===== src/rtl/cla_seq_ctrl.sv =====
// Purpose: sequences a shared registered 4-bit CLA slice nibble-by-nibble to add/subtract WIDTH-bit operands.
// Latency: start accepted at edge 0 -> done pulses in cycle 2*NIB+1; throughput 2*NIB+2 cycles per op.
// Backpressure: start is ignored while busy (no queueing); the caller retries after busy drops.
module cla_seq_ctrl #(
    parameter int WIDTH = 16
) (
    input  logic             clk,
    input  logic             rst_n,
    input  logic             start,
    input  logic             sub,
    input  logic [WIDTH-1:0] a,
    input  logic [WIDTH-1:0] b,
    input  logic             cin,
    output logic             busy,
    output logic             done,
    output logic [WIDTH-1:0] sum,
    output logic             cout,
    output logic             ovf,
    output logic             cla_en,
    output logic [3:0]       cla_a,
    output logic [3:0]       cla_b,
    output logic             cla_cin,
    input  logic [4:0]       cla_q
);

    localparam int NIB = WIDTH / 4;
    localparam int IW  = $clog2(NIB);

    typedef enum logic [1:0] {
        IDLE    = 2'd0,
        ISSUE   = 2'd1,
        CAPTURE = 2'd2,
        DONE    = 2'd3
    } state_t;

    state_t state, state_nxt;

    // Operands are viewed as nibble arrays so the slice can be fed by index.
    logic [NIB-1:0][3:0] a_lat;
    logic [NIB-1:0][3:0] b_lat;    // already inverted for subtraction
    logic [NIB-1:0][3:0] sum_r;
    logic                carry;
    logic [IW-1:0]       idx;
    logic                last_nib;

    assign last_nib = (idx == IW'(NIB - 1));

    // Slice inputs come straight from the latched operands; they are only
    // consumed while cla_en is high, and read as zero after reset.
    assign cla_a   = a_lat[idx];
    assign cla_b   = b_lat[idx];
    assign cla_cin = carry;
    assign sum     = sum_r;

    // State register.
    always_ff @(posedge clk or negedge rst_n) begin
        if (!rst_n) begin
            state <= IDLE;
        end else begin
            state <= state_nxt;
        end
    end

    // Next-state and state-decoded outputs.
    always_comb begin
        state_nxt = state;
        busy      = 1'b1;
        done      = 1'b0;
        cla_en    = 1'b0;
        case (state)
            IDLE: begin
                busy = 1'b0;
                if (start) begin
                    state_nxt = ISSUE;
                end
            end
            ISSUE: begin
                cla_en    = 1'b1;
                state_nxt = CAPTURE;
            end
            CAPTURE: begin
                state_nxt = last_nib ? DONE : ISSUE;
            end
            DONE: begin
                done      = 1'b1;
                state_nxt = IDLE;
            end
            default: begin
                state_nxt = IDLE;
            end
        endcase
    end

    // Operand latch, carry chain, nibble index and result assembly.
    always_ff @(posedge clk or negedge rst_n) begin
        if (!rst_n) begin
            a_lat <= '0;
            b_lat <= '0;
            sum_r <= '0;
            carry <= 1'b0;
            idx   <= '0;
            cout  <= 1'b0;
            ovf   <= 1'b0;
        end else begin
            case (state)
                IDLE: begin
                    if (start) begin
                        a_lat <= a;
                        b_lat <= sub ? ~b : b;
                        carry <= sub ? 1'b1 : cin;
                        idx   <= '0;
                        sum_r <= '0;
                        cout  <= 1'b0;
                        ovf   <= 1'b0;
                    end
                end
                CAPTURE: begin
                    sum_r[idx] <= cla_q[3:0];
                    carry      <= cla_q[4];
                    if (last_nib) begin
                        // Final nibble: cla_q[3] is the result MSB, so flags
                        // are ready for the DONE cycle.
                        cout <= cla_q[4];
                        ovf  <= (a_lat[NIB-1][3] == b_lat[NIB-1][3]) &&
                                (cla_q[3] != a_lat[NIB-1][3]);
                    end else begin
                        idx <= idx + 1'b1;
                    end
                end
                default: begin
                end
            endcase
        end
    end

endmodule


===== config.mk =====
export PLATFORM = sky130hd
export DESIGN_NAME = cla_seq_ctrl
export DESIGN_NICKNAME = d
export VERILOG_FILES = /design/src/rtl/cla_seq_ctrl.sv
export SDC_FILE = /design/constraint.sdc
export NUM_CORES = 1
export LEC_CHECK = 0
export BUFFER_PORTS_ARGS = -buffer_cell sky130_fd_sc_hd__clkbuf_2
export CORE_MARGIN = 3
export CORE_UTILIZATION = 44
export CTS_CLUSTER_DIAMETER = 60
export DETAILED_ROUTE_END_ITERATION = 8
export PLACE_DENSITY = 0.65
export SLEW_MARGIN = 20
export SYNTH_ARGS = -nofsm -noshare
export SYNTH_HDL_FRONTEND = slang
export SYNTH_SLANG_ARGS = --single-unit
export TNS_END_PERCENT = 5

===== constraint.sdc =====
create_clock -name clk -period 4.45 [get_ports clk]
set_clock_uncertainty 0.05 [all_clocks]
set_input_delay 0.89 -clock clk [delete_from_list [all_inputs] [get_ports clk]]
set_output_delay 0.89 -clock clk [all_outputs]
set_load 0.05 [all_outputs]

==> impl_summary.txt, run 1 <==
----------------------------------------------------
[Timing]
  Top achievable clock speed ... 341.0 MHz
  Share of the clock period used by the worst path after layout ... 0.6590
  Worst hold slack ... 0.4537 ns
  Unrepaired setup endpoints after global routing ... false
  Number of max-slew violations in the final report ... 0
  Transition at the pin with the smallest max-transition slack ... 0.7452 ns
  Max-Slew Margin vs Limit ... 0.5032
  Post-layout min period ... 2.933 ns
  Setup TNS ... 0 ns
  Final setup violation count ... 0
  Final hold viol count ... 0

[Cells and area]
  Layout overhead on the synthesized area ... 18.27%
  Most common cell after layout, fill and taps aside ... sky130_fd_sc_hd__clkbuf_2
  Number of nets at the end of the flow ... 336
  Number of antenna diodes ... 0
  Commonest non-fill, non-tap cells in the layout ... sky130_fd_sc_hd__clkbuf_2 (71), sky130_fd_sc_hd__dfrtp_1 (55), sky130_fd_sc_hd__a22o_1 (25)
  Share of cells above drive strength 1 ... 0.3785
  Post-route design area ... 3159 um2
  Final cell count without fillers ... 360

[Yosys]
  Multiplexer share of the synthesized area ... 0.1536
  Flip-flop and latch count after synthesis ... 55
  Combinational family with the most area after synthesis ... multiplexers
  Mean cell area of the mapped netlist ... 12.09 um2
  Number of instances in the synthesized netlist ... 221
  Synthesized-area fraction occupied by xor and xnor cells ... 0.05246
  Unique masters post-synth ... 28
  Share of the yosys chip area belonging to registers ... 0.5152
  Yosys synthesis warning count ... 0
  Adder-cell share of the synthesized area ... 0.02342
  Net count after synthesis ... 268
  Compound-cell area share of the yosys netlist ... 0.1410
  Cell area after technology mapping ... 2671 um2
  Simple-gate share of the synthesized area ... 0.07119

[Die]
  Std-Cell Core Area ... 5675 um2
  Placement Rows ... 27
  X dimension of the die ... 83.92 um
  Top Ports ... 72
  Overall die area ... 7042 um2
  Initial Util ... 0.4707
  Chip height ... 83.92 um

[Global routing]
  Antenna violations before repair ... 0
  Global-route wire length before repair ... 9480 um
  GR met1 Demand/Resource ... 0.2229
  Global routing usage on met3 ... 0.05429
  Largest net degree at the start of global routing ... 30
  GR Overflow Total ... 0
  Vias in the first global route ... 1974
  All-layer global routing usage ... 0.1692
  Most used routing layer in global routing ... met2
  Met2 global-route usage ... 0.2755

[Critical path]
  Worst Path Class, Setup ... register to primary output
  Arrival time at the worst endpoint ... 1.99 ns
  Cell count of the worst reg-to-reg path ... 5
  Setup crit start kind ... register
  CP required ... 3.51 ns
  Reg-to-reg critical path endpoint ... sum[2]$_DFFE_PN0P_
  CP Max Fanout ... 14
  Register-to-register setup slack ... 2.44 ns
  Critical Path Start ... idx[0]$_DFFE_PN0P_
  Worst setup path endpoint ... cla_b[0]
  Worst flop-to-flop path startpoint ... idx[0]$_DFFE_PN0P_
  Crit path capture type ... primary output

[Power and ir drop]
  Maximum resistive drop on vdd ... 366.0 uV
  Cell area power density ... 782.2 nW/um2
  Tot Pwr ... 2.471 mW
  Leakage power ... 1.469 nW

[Clock network]
  CTS max path bufs ... 2
  Post_cts resized ... 0
  Num Clock Sinks ... 55
  Post-CTS Setup Bufs ... 0
  # H-tree levels ... 2
  Clock Tree Root ... sky130_fd_sc_hd__clkbuf_8
  Hold_buf cts ... 0
  CTS buffer count ... 5
  TritonCTS clock tree ... built
  Worst-skew pair later-pin latency ... 0.30 ns
  Clock-pin slew on the worst setup and hold paths ... 0.09 ns

[Placed design]
  Detail Placement HPWL ... 4107 um
  Weighted congestion reported at the end of routability-driven placement ... 0.7210
  Cell total after placement ... 353
  Cell area after placement ... 3072 um2
  Port Buf Inserts ... 71

[Outcome]
  Run status ... completed

[Run]
  Number of max-cap violations ... 0

[Route]
  Total wire length after detailed routing ... 5597 um
  Per-cell routed wire length ... 15.55 um
  Antenna Nets Post-Route ... 0
  Via density per instance ... 5.233
  Iteration-0 DRC count of the detailed router ... 92
  Number of vias after detailed routing ... 1884
  Post-route DRC ... 0
  TritonRoute pass-1 iters ... 4

[Hold path]
  Worst min path class ... register to register

----------------------------------------------------
==> worst max-delay path, stage by stage (launching register included) <==
cell and delay, ns:
sky130_fd_sc_hd__dfrtp_1 0.84, sky130_fd_sc_hd__mux4_2 0.60, sky130_fd_sc_hd__clkbuf_2 0.25
==> cell usage after synthesis (all sizes together) <==
master | instances | share of area
nand2 | 8 | 0.011
clkbuf | 4 | 0.0070
a22oi | 1 | 0.0028
ha | 5 | 0.023
nand2b | 2 | 0.0047
o21ai | 2 | 0.0037
and3b | 1 | 0.0033
o22ai | 3 | 0.0070
a21oi | 18 | 0.038
inv | 11 | 0.015
nor2b | 5 | 0.012
nor2 | 19 | 0.027
mux4 | 8 | 0.067
mux2 | 16 | 0.067
buf | 10 | 0.021
o21bai | 1 | 0.0042
a2bb2oi | 1 | 0.0033
or2 | 2 | 0.0047
nor3b | 1 | 0.0047
mux2i | 5 | 0.019
and2 | 1 | 0.0023
xnor2 | 16 | 0.052
nor3 | 1 | 0.0019
dfrtp | 55 | 0.52
a22o | 25 | 0.082
==> per-stage QoR <==
stage	utilization	setup WS, ns
after global routing	0.5567	1.378
after CTS	0.5540	1.488
final	0.5567	1.517
after global placement	0.5412	1.823
after floorplan	-	2.142
after detailed placement	0.5412	1.802
==> worst min-delay path by stage <==
| stage | startpoint | to | slack, ns | cells past startpoint |
|---|---|---|---|---|
| global route | cla_cin$_DFFE_PN0P_ | cla_cin$_DFFE_PN0P_ | 0.49 | 2 |
| detailed placement | cla_cin$_DFFE_PN0P_ | cla_cin$_DFFE_PN0P_ | 0.44 | 2 |
| floorplan | a_lat[10]$_DFFE_PN0P_ | a_lat[10]$_DFFE_PN0P_ | 0.43 | 1 |
| global placement | a_lat[11]$_DFFE_PN0P_ | a_lat[11]$_DFFE_PN0P_ | 0.44 | 1 |
| CTS | cla_cin$_DFFE_PN0P_ | cla_cin$_DFFE_PN0P_ | 0.46 | 2 |
| finish | cla_cin$_DFFE_PN0P_ | cla_cin$_DFFE_PN0P_ | 0.45 | 2 |
==> flip-flops by register name (all words and copies together), names as in the netlist <==
name     count
a_lat       16
b_lat       16
sum         16
idx          2
state        2
cla_cin      1
cout         1
ovf          1
==> per-layer routing <==
layer	wire length [um]	share of wire
met3	370	0.066
met4	41	0.0073
met5	0	0
met1	2404	0.43
met2	2780	0.50
==> logic make-up after synthesis <==
family	count (synthesis)
flip-flops	55
AO/OA/AOI/OAI	51
AND/OR/NAND/NOR	40
multiplexers	29
buffers and inverters	25
XOR/XNOR	16
adder cells (fa/ha/maj)	5
==> power by group <==
| group | switching [mW] | internal [mW] |
|---|---|---|
| sequential | 0.211 | 0.715 |
| combinational | 0.804 | 0.488 |
| clock | 0.149 | 0.106 |
| total | 1.16 | 1.31 |
==> cell type report <==
cell class	instances	area, um2
inverter	11	41.29
fill	510	2516
clock buffer	6	72.57
multi-input combinational	141	1186
tap	72	90.09
timing repair buffer	75	392.9
sequential	55	1376
Note: power is estimated with default switching activity, not from simulation.
==> inputs of run 2 (changes only) <==
PLACE_DENSITY = 0.67   (was 0.65)
clock period = 2.5 ns   (was 4.45 ns; I/O delays follow)
==> impl_summary.txt, run 2 (same netlist as run 1, synthesis figures left out) <==
----------------------------------------------------
[Route]
  Antenna Nets Post-Route ... 0
  Via density per instance ... 5.173
  Per-cell routed wire length ... 14.76 um
  Iteration-0 DRC count of the detailed router ... 60
  Post-route DRC ... 0
  Number of vias after detailed routing ... 1883
  Total wire length after detailed routing ... 5372 um
  TritonRoute pass-1 iters ... 4

[Clock network]
  Post_cts resized ... 0
  Worst-skew pair later-pin latency ... 0.29 ns
  TritonCTS clock tree ... built
  Clock-pin slew on the worst setup and hold paths ... 0.09 ns
  Hold_buf cts ... 0
  Clock Tree Root ... sky130_fd_sc_hd__clkbuf_8
  CTS max path bufs ... 2
  CTS buffer count ... 5
  Post-CTS Setup Bufs ... 0
  # H-tree levels ... 2
  Num Clock Sinks ... 55

[Global routing]
  Global-route wire length before repair ... 9335 um
  All-layer global routing usage ... 0.1653
  Largest net degree at the start of global routing ... 37
  Antenna violations before repair ... 0
  Vias in the first global route ... 1854
  GR Overflow Total ... 0

[Die]
  Top Ports ... 72
  Overall die area ... 7042 um2
  Placement Rows ... 27
  Std-Cell Core Area ... 5675 um2
  Initial Util ... 0.4707
  Chip height ... 83.92 um
  X dimension of the die ... 83.92 um

[Power and ir drop]
  Part of the total power dissipated in the clock network ... 0.115
  Sequential share of power ... 0.365
  Maximum resistive drop on vdd ... 802.8 uV
  Switching Power ... 2.064 mW
  Leakage power ... 1.491 nW
  Net switching fraction of the power ... 0.4625
  Cell area power density ... 1397 nW/um2
  Combinational group share of total power ... 0.520
  Internal Dissipation ... 2.399 mW

[Critical path]
  Setup crit start kind ... register
  Worst Path Class, Setup ... register to primary output
  Crit path capture type ... primary output
  Arrival time at the worst endpoint ... 1.78 ns
  CP Max Fanout ... 5
  CP required ... 1.95 ns

[Cells and area]
  Number of nets at the end of the flow ... 338
  Post-route design area ... 3194 um2
  Number of antenna diodes ... 0
  Commonest non-fill, non-tap cells in the layout ... sky130_fd_sc_hd__clkbuf_2 (71), sky130_fd_sc_hd__dfrtp_1 (55), sky130_fd_sc_hd__a22o_1 (25)
  Share of cells above drive strength 1 ... 0.3870
  Layout overhead on the synthesized area ... 19.58%
  Post-layout util ... 0.5628
  Most common cell after layout, fill and taps aside ... sky130_fd_sc_hd__clkbuf_2
  Final cell count without fillers ... 364

[Timing]
  Post-layout min period ... 2.325 ns
  Unrepaired setup endpoints after global routing ... false
  Number of max-slew violations in the final report ... 0
  Transition at the pin with the smallest max-transition slack ... 0.7094 ns
  Top achievable clock speed ... 430.0 MHz
  Max-Slew Margin vs Limit ... 0.5270
  Final hold viol count ... 0
  Final setup violation count ... 0
  Share of the clock period used by the worst path after layout ... 0.9302
  Setup TNS ... 0 ns

[Outcome]
  Run status ... completed

[Placed design]
  Cell total after placement ... 356
  Port Buf Inserts ... 71
  Weighted congestion reported at the end of routability-driven placement ... 0.7463
  Cell area after placement ... 3094 um2
  Detail Placement HPWL ... 4125 um

[Hold path]
  Worst min path class ... primary input to async pin

[Run]
  Number of max-cap violations ... 0

----------------------------------------------------
run 2: changes by cell type in the layout (fill, tap and decap cells not counted), sizes merged:
cell | before | now
buf | 4 | 6
clkbuf | 77 | 79
run 2: worst paths after layout:
| path | startpoint | endpoint | slack, ns | cells past startpoint |
|---|---|---|---|---|
| setup reg to reg | state[1]$_DFFE_PN0P_ | b_lat[12]$_DFFE_PN0P_ | 0.61 | 5 |
| min in group clk | a[1] | a_lat[1]$_DFFE_PN0P_ | 0.38 | 2 |
| max in group asynchronous | rst_n | a_lat[13]$_DFFE_PN0P_ | 1.67 | 2 |
| setup / recovery | idx[0]$_DFFE_PN0P_ | cla_b[1] | 0.17 | 3 |
| hold / removal | rst_n | a_lat[3]$_DFFE_PN0P_ | 0.09 | 1 |
| hold reg to reg | a_lat[10]$_DFFE_PN0P_ | a_lat[10]$_DFFE_PN0P_ | 0.46 | 1 |
run 2: power by group through the flow:
stage	sequential (mW)	clock [mW]	combinational, mW
2_1_floorplan	1.81	0	1.65
3_3_place_gp	1.63	0	2.31
3_5_place_dp	1.65	0	2.34
4_1_cts	1.64	0.535	2.35
5_1_grt	1.70	0.580	2.51
6_report	1.63	0.513	2.32
run 2: worst max-delay path, cell delays in order (launching register included):
cell and delay [ns]:
sky130_fd_sc_hd__dfrtp_1 0.51, sky130_fd_sc_hd__buf_4 0.23, sky130_fd_sc_hd__mux4_2 0.49, sky130_fd_sc_hd__clkbuf_2 0.25
run 2: metrics by stage:
step                      hold WS (ns)  worst slack (ns)  power, mW
final                          0.09159            0.1746      4.463
after detailed placement        0.4360            0.4840      3.997
after CTS                       0.1076            0.1380      4.517
after global routing            0.1233           0.04981      4.783
after floorplan                 0.1544            0.5816      3.464
after global placement          0.4296            0.4951      3.945
run 2: routing by layer:
layer | part of all wire | vias up | track usage | wire length, um
met2 | 0.46 | 58 | 0.2451 | 2451
met4 | 0.0086 | 0 | 0.04678 | 46
met5 | 0 | - | 0 | 0
met3 | 0.073 | 5 | 0.04738 | 392
li1 | - | 920 | - | -
met1 | 0.46 | 900 | 0.2365 | 2481
run 2: cell type report:
| cell class | instances | area (um2) |
|---|---|---|
| clock buffer | 8 | 100.1 |
| fill | 526 | 2481 |
| inverter | 11 | 41.29 |
| multi-input combinational | 141 | 1186 |
| sequential | 55 | 1376 |
| tap | 72 | 90.09 |
| timing repair buffer | 77 | 400.4 |
==> inputs of run 3 (changes only) <==
CORE_UTILIZATION = 45   (was 44)
PLACE_DENSITY = 0.69   (was 0.67)
==> impl_summary.txt, run 3 (same netlist as run 1, synthesis figures left out) <==
----------------------------------------------------
[Outcome]
  Run status ... completed

[Route]
  Via density per instance ... 5.114
  Number of vias after detailed routing ... 1846
  Antenna Nets Post-Route ... 0
  Iteration-0 DRC count of the detailed router ... 80
  Post-route DRC ... 0
  Per-cell routed wire length ... 14.84 um
  TritonRoute pass-1 iters ... 4
  Total wire length after detailed routing ... 5359 um

[Power and ir drop]
  Maximum resistive drop on vdd ... 744.8 uV
  Cell area power density ... 1385 nW/um2
  Leakage power ... 1.476 nW

[Timing]
  Unrepaired setup endpoints after global routing ... false
  Number of max-slew violations in the final report ... 0
  Final hold viol count ... 0
  Max-Slew Margin vs Limit ... 0.5430
  Share of the clock period used by the worst path after layout ... 0.9215
  Post-layout min period ... 2.304 ns
  Final setup violation count ... 0
  Transition at the pin with the smallest max-transition slack ... 0.6856 ns
  Setup TNS ... 0 ns
  Top achievable clock speed ... 434.1 MHz

[Global routing]
  GR met1 Demand/Resource ... 0.2296
  Global-route wire length before repair ... 9487 um
  Largest net degree at the start of global routing ... 50
  Global routing usage on met3 ... 0.05556
  Antenna violations before repair ... 0
  Met2 global-route usage ... 0.2660
  Most used routing layer in global routing ... met2
  All-layer global routing usage ... 0.1684
  Vias in the first global route ... 1942
  GR Overflow Total ... 0

[Critical path]
  Arrival time at the worst endpoint ... 1.75 ns
  Setup crit start kind ... register
  CP Max Fanout ... 6
  Crit path capture type ... primary output
  Worst Path Class, Setup ... register to primary output
  CP required ... 1.95 ns

[Hold path]
  Worst min path class ... primary input to async pin

[Cells and area]
  Number of nets at the end of the flow ... 337
  Footprint of the multi-input gates ... 1186 um2
  Number of antenna diodes ... 0
  Filler Cell Count ... 492
  Sequential standard cell area ... 1376 um2
  Share of cells above drive strength 1 ... 0.3806
  Layout overhead on the synthesized area ... 18.74%
  Post-route design area ... 3172 um2
  Most common cell after layout, fill and taps aside ... sky130_fd_sc_hd__clkbuf_2
  Commonest non-fill, non-tap cells in the layout ... sky130_fd_sc_hd__clkbuf_2 (71), sky130_fd_sc_hd__dfrtp_1 (55), sky130_fd_sc_hd__a22o_1 (25)

[Placed design]
  Weighted congestion reported at the end of routability-driven placement ... 0.7595
  Detail Placement HPWL ... 4039 um
  Port Buf Inserts ... 71
  Cell area after placement ... 3099 um2

[Die]
  X dimension of the die ... 83.05 um
  Std-Cell Core Area ... 5642 um2
  Top Ports ... 72
  Initial Util ... 0.4735
  Overall die area ... 6896 um2
  Placement Rows ... 27
  Chip height ... 83.05 um

[Clock network]
  Num Clock Sinks ... 55
  Worst-skew pair later-pin latency ... 0.30 ns
  Clock Tree Root ... sky130_fd_sc_hd__clkbuf_8
  Clock-pin slew on the worst setup and hold paths ... 0.09 ns
  Post_cts resized ... 0
  CTS max path bufs ... 2
  Post-CTS Setup Bufs ... 0
  TritonCTS clock tree ... built
  CTS buffer count ... 5
  Hold_buf cts ... 0
  # H-tree levels ... 2

[Run]
  Number of max-cap violations ... 0

----------------------------------------------------
==> run 3: cell count changes in the layout (fill, tap and decap cells not counted) <==
cell                       previous run  this run
sky130_fd_sc_hd__buf_12               0         1
sky130_fd_sc_hd__clkbuf_8             7         5
sky130_fd_sc_hd__buf_4                6         4
==> run 3: worst paths after layout <==
check                                      start               endpoint  slack, ns  depth (start not counted)
min in group clk                            a[1]   a_lat[1]$_DFFE_PN0P_       0.37                          2
max in group asynchronous                  rst_n  a_lat[14]$_DFFE_PN0P_       1.63                          2
hold reg to reg            a_lat[11]$_DFFE_PN0P_  a_lat[11]$_DFFE_PN0P_       0.46                          1
setup / recovery              idx[0]$_DFFE_PN0P_               cla_b[1]       0.20                          3
hold / removal                             rst_n     sum[9]$_DFFE_PN0P_       0.17                          1
setup reg to reg            state[0]$_DFFE_PN0P_  a_lat[10]$_DFFE_PN0P_       0.64                          3
==> run 3: through the flow <==
stage,hold WS (ns),util,worst slack (ns),std cells,power [mW]
after floorplan,0.1544,-,0.5816,221,3.464
after global placement,0.4372,0.5493,0.5020,355,3.944
after detailed placement,0.4426,0.5493,0.5006,355,3.991
after CTS,0.1822,0.5622,0.1491,361,4.444
after global routing,0.2200,0.5622,0.06905,361,4.708
final,0.1708,0.5622,0.1961,361,4.391
==> run 3: routing by layer <==
metal,wire (um),share of wire
met3,393,0.073
met4,42,0.0078
met1,2515,0.47
met5,0,0
met2,2408,0.45
==> run 3: where the power goes <==
group | switching [mW] | internal [mW] | leakage [nW]
Sequential | 0.329 | 1.27 | 0.671
Clock | 0.259 | 0.188 | 0.0371
Combinational | 1.47 | 0.876 | 0.768
Total | 2.05 | 2.34 | 1.48
==> run 3: worst max-delay path, stage by stage (launching register included) <==
cell                       delay (ns)
sky130_fd_sc_hd__dfrtp_1         0.50
sky130_fd_sc_hd__buf_4           0.22
sky130_fd_sc_hd__mux4_2          0.49
sky130_fd_sc_hd__clkbuf_2        0.25
==> run 3: cell type report <==
type | instances | share of cell area
Inverter | 11 | 0.01302
Clock buffer | 6 | 0.02288
Multi-Input combinational cell | 141 | 0.3740
Timing Repair Buffer | 76 | 0.1278
Sequential cell | 55 | 0.4339
Tap cell | 72 | 0.02840
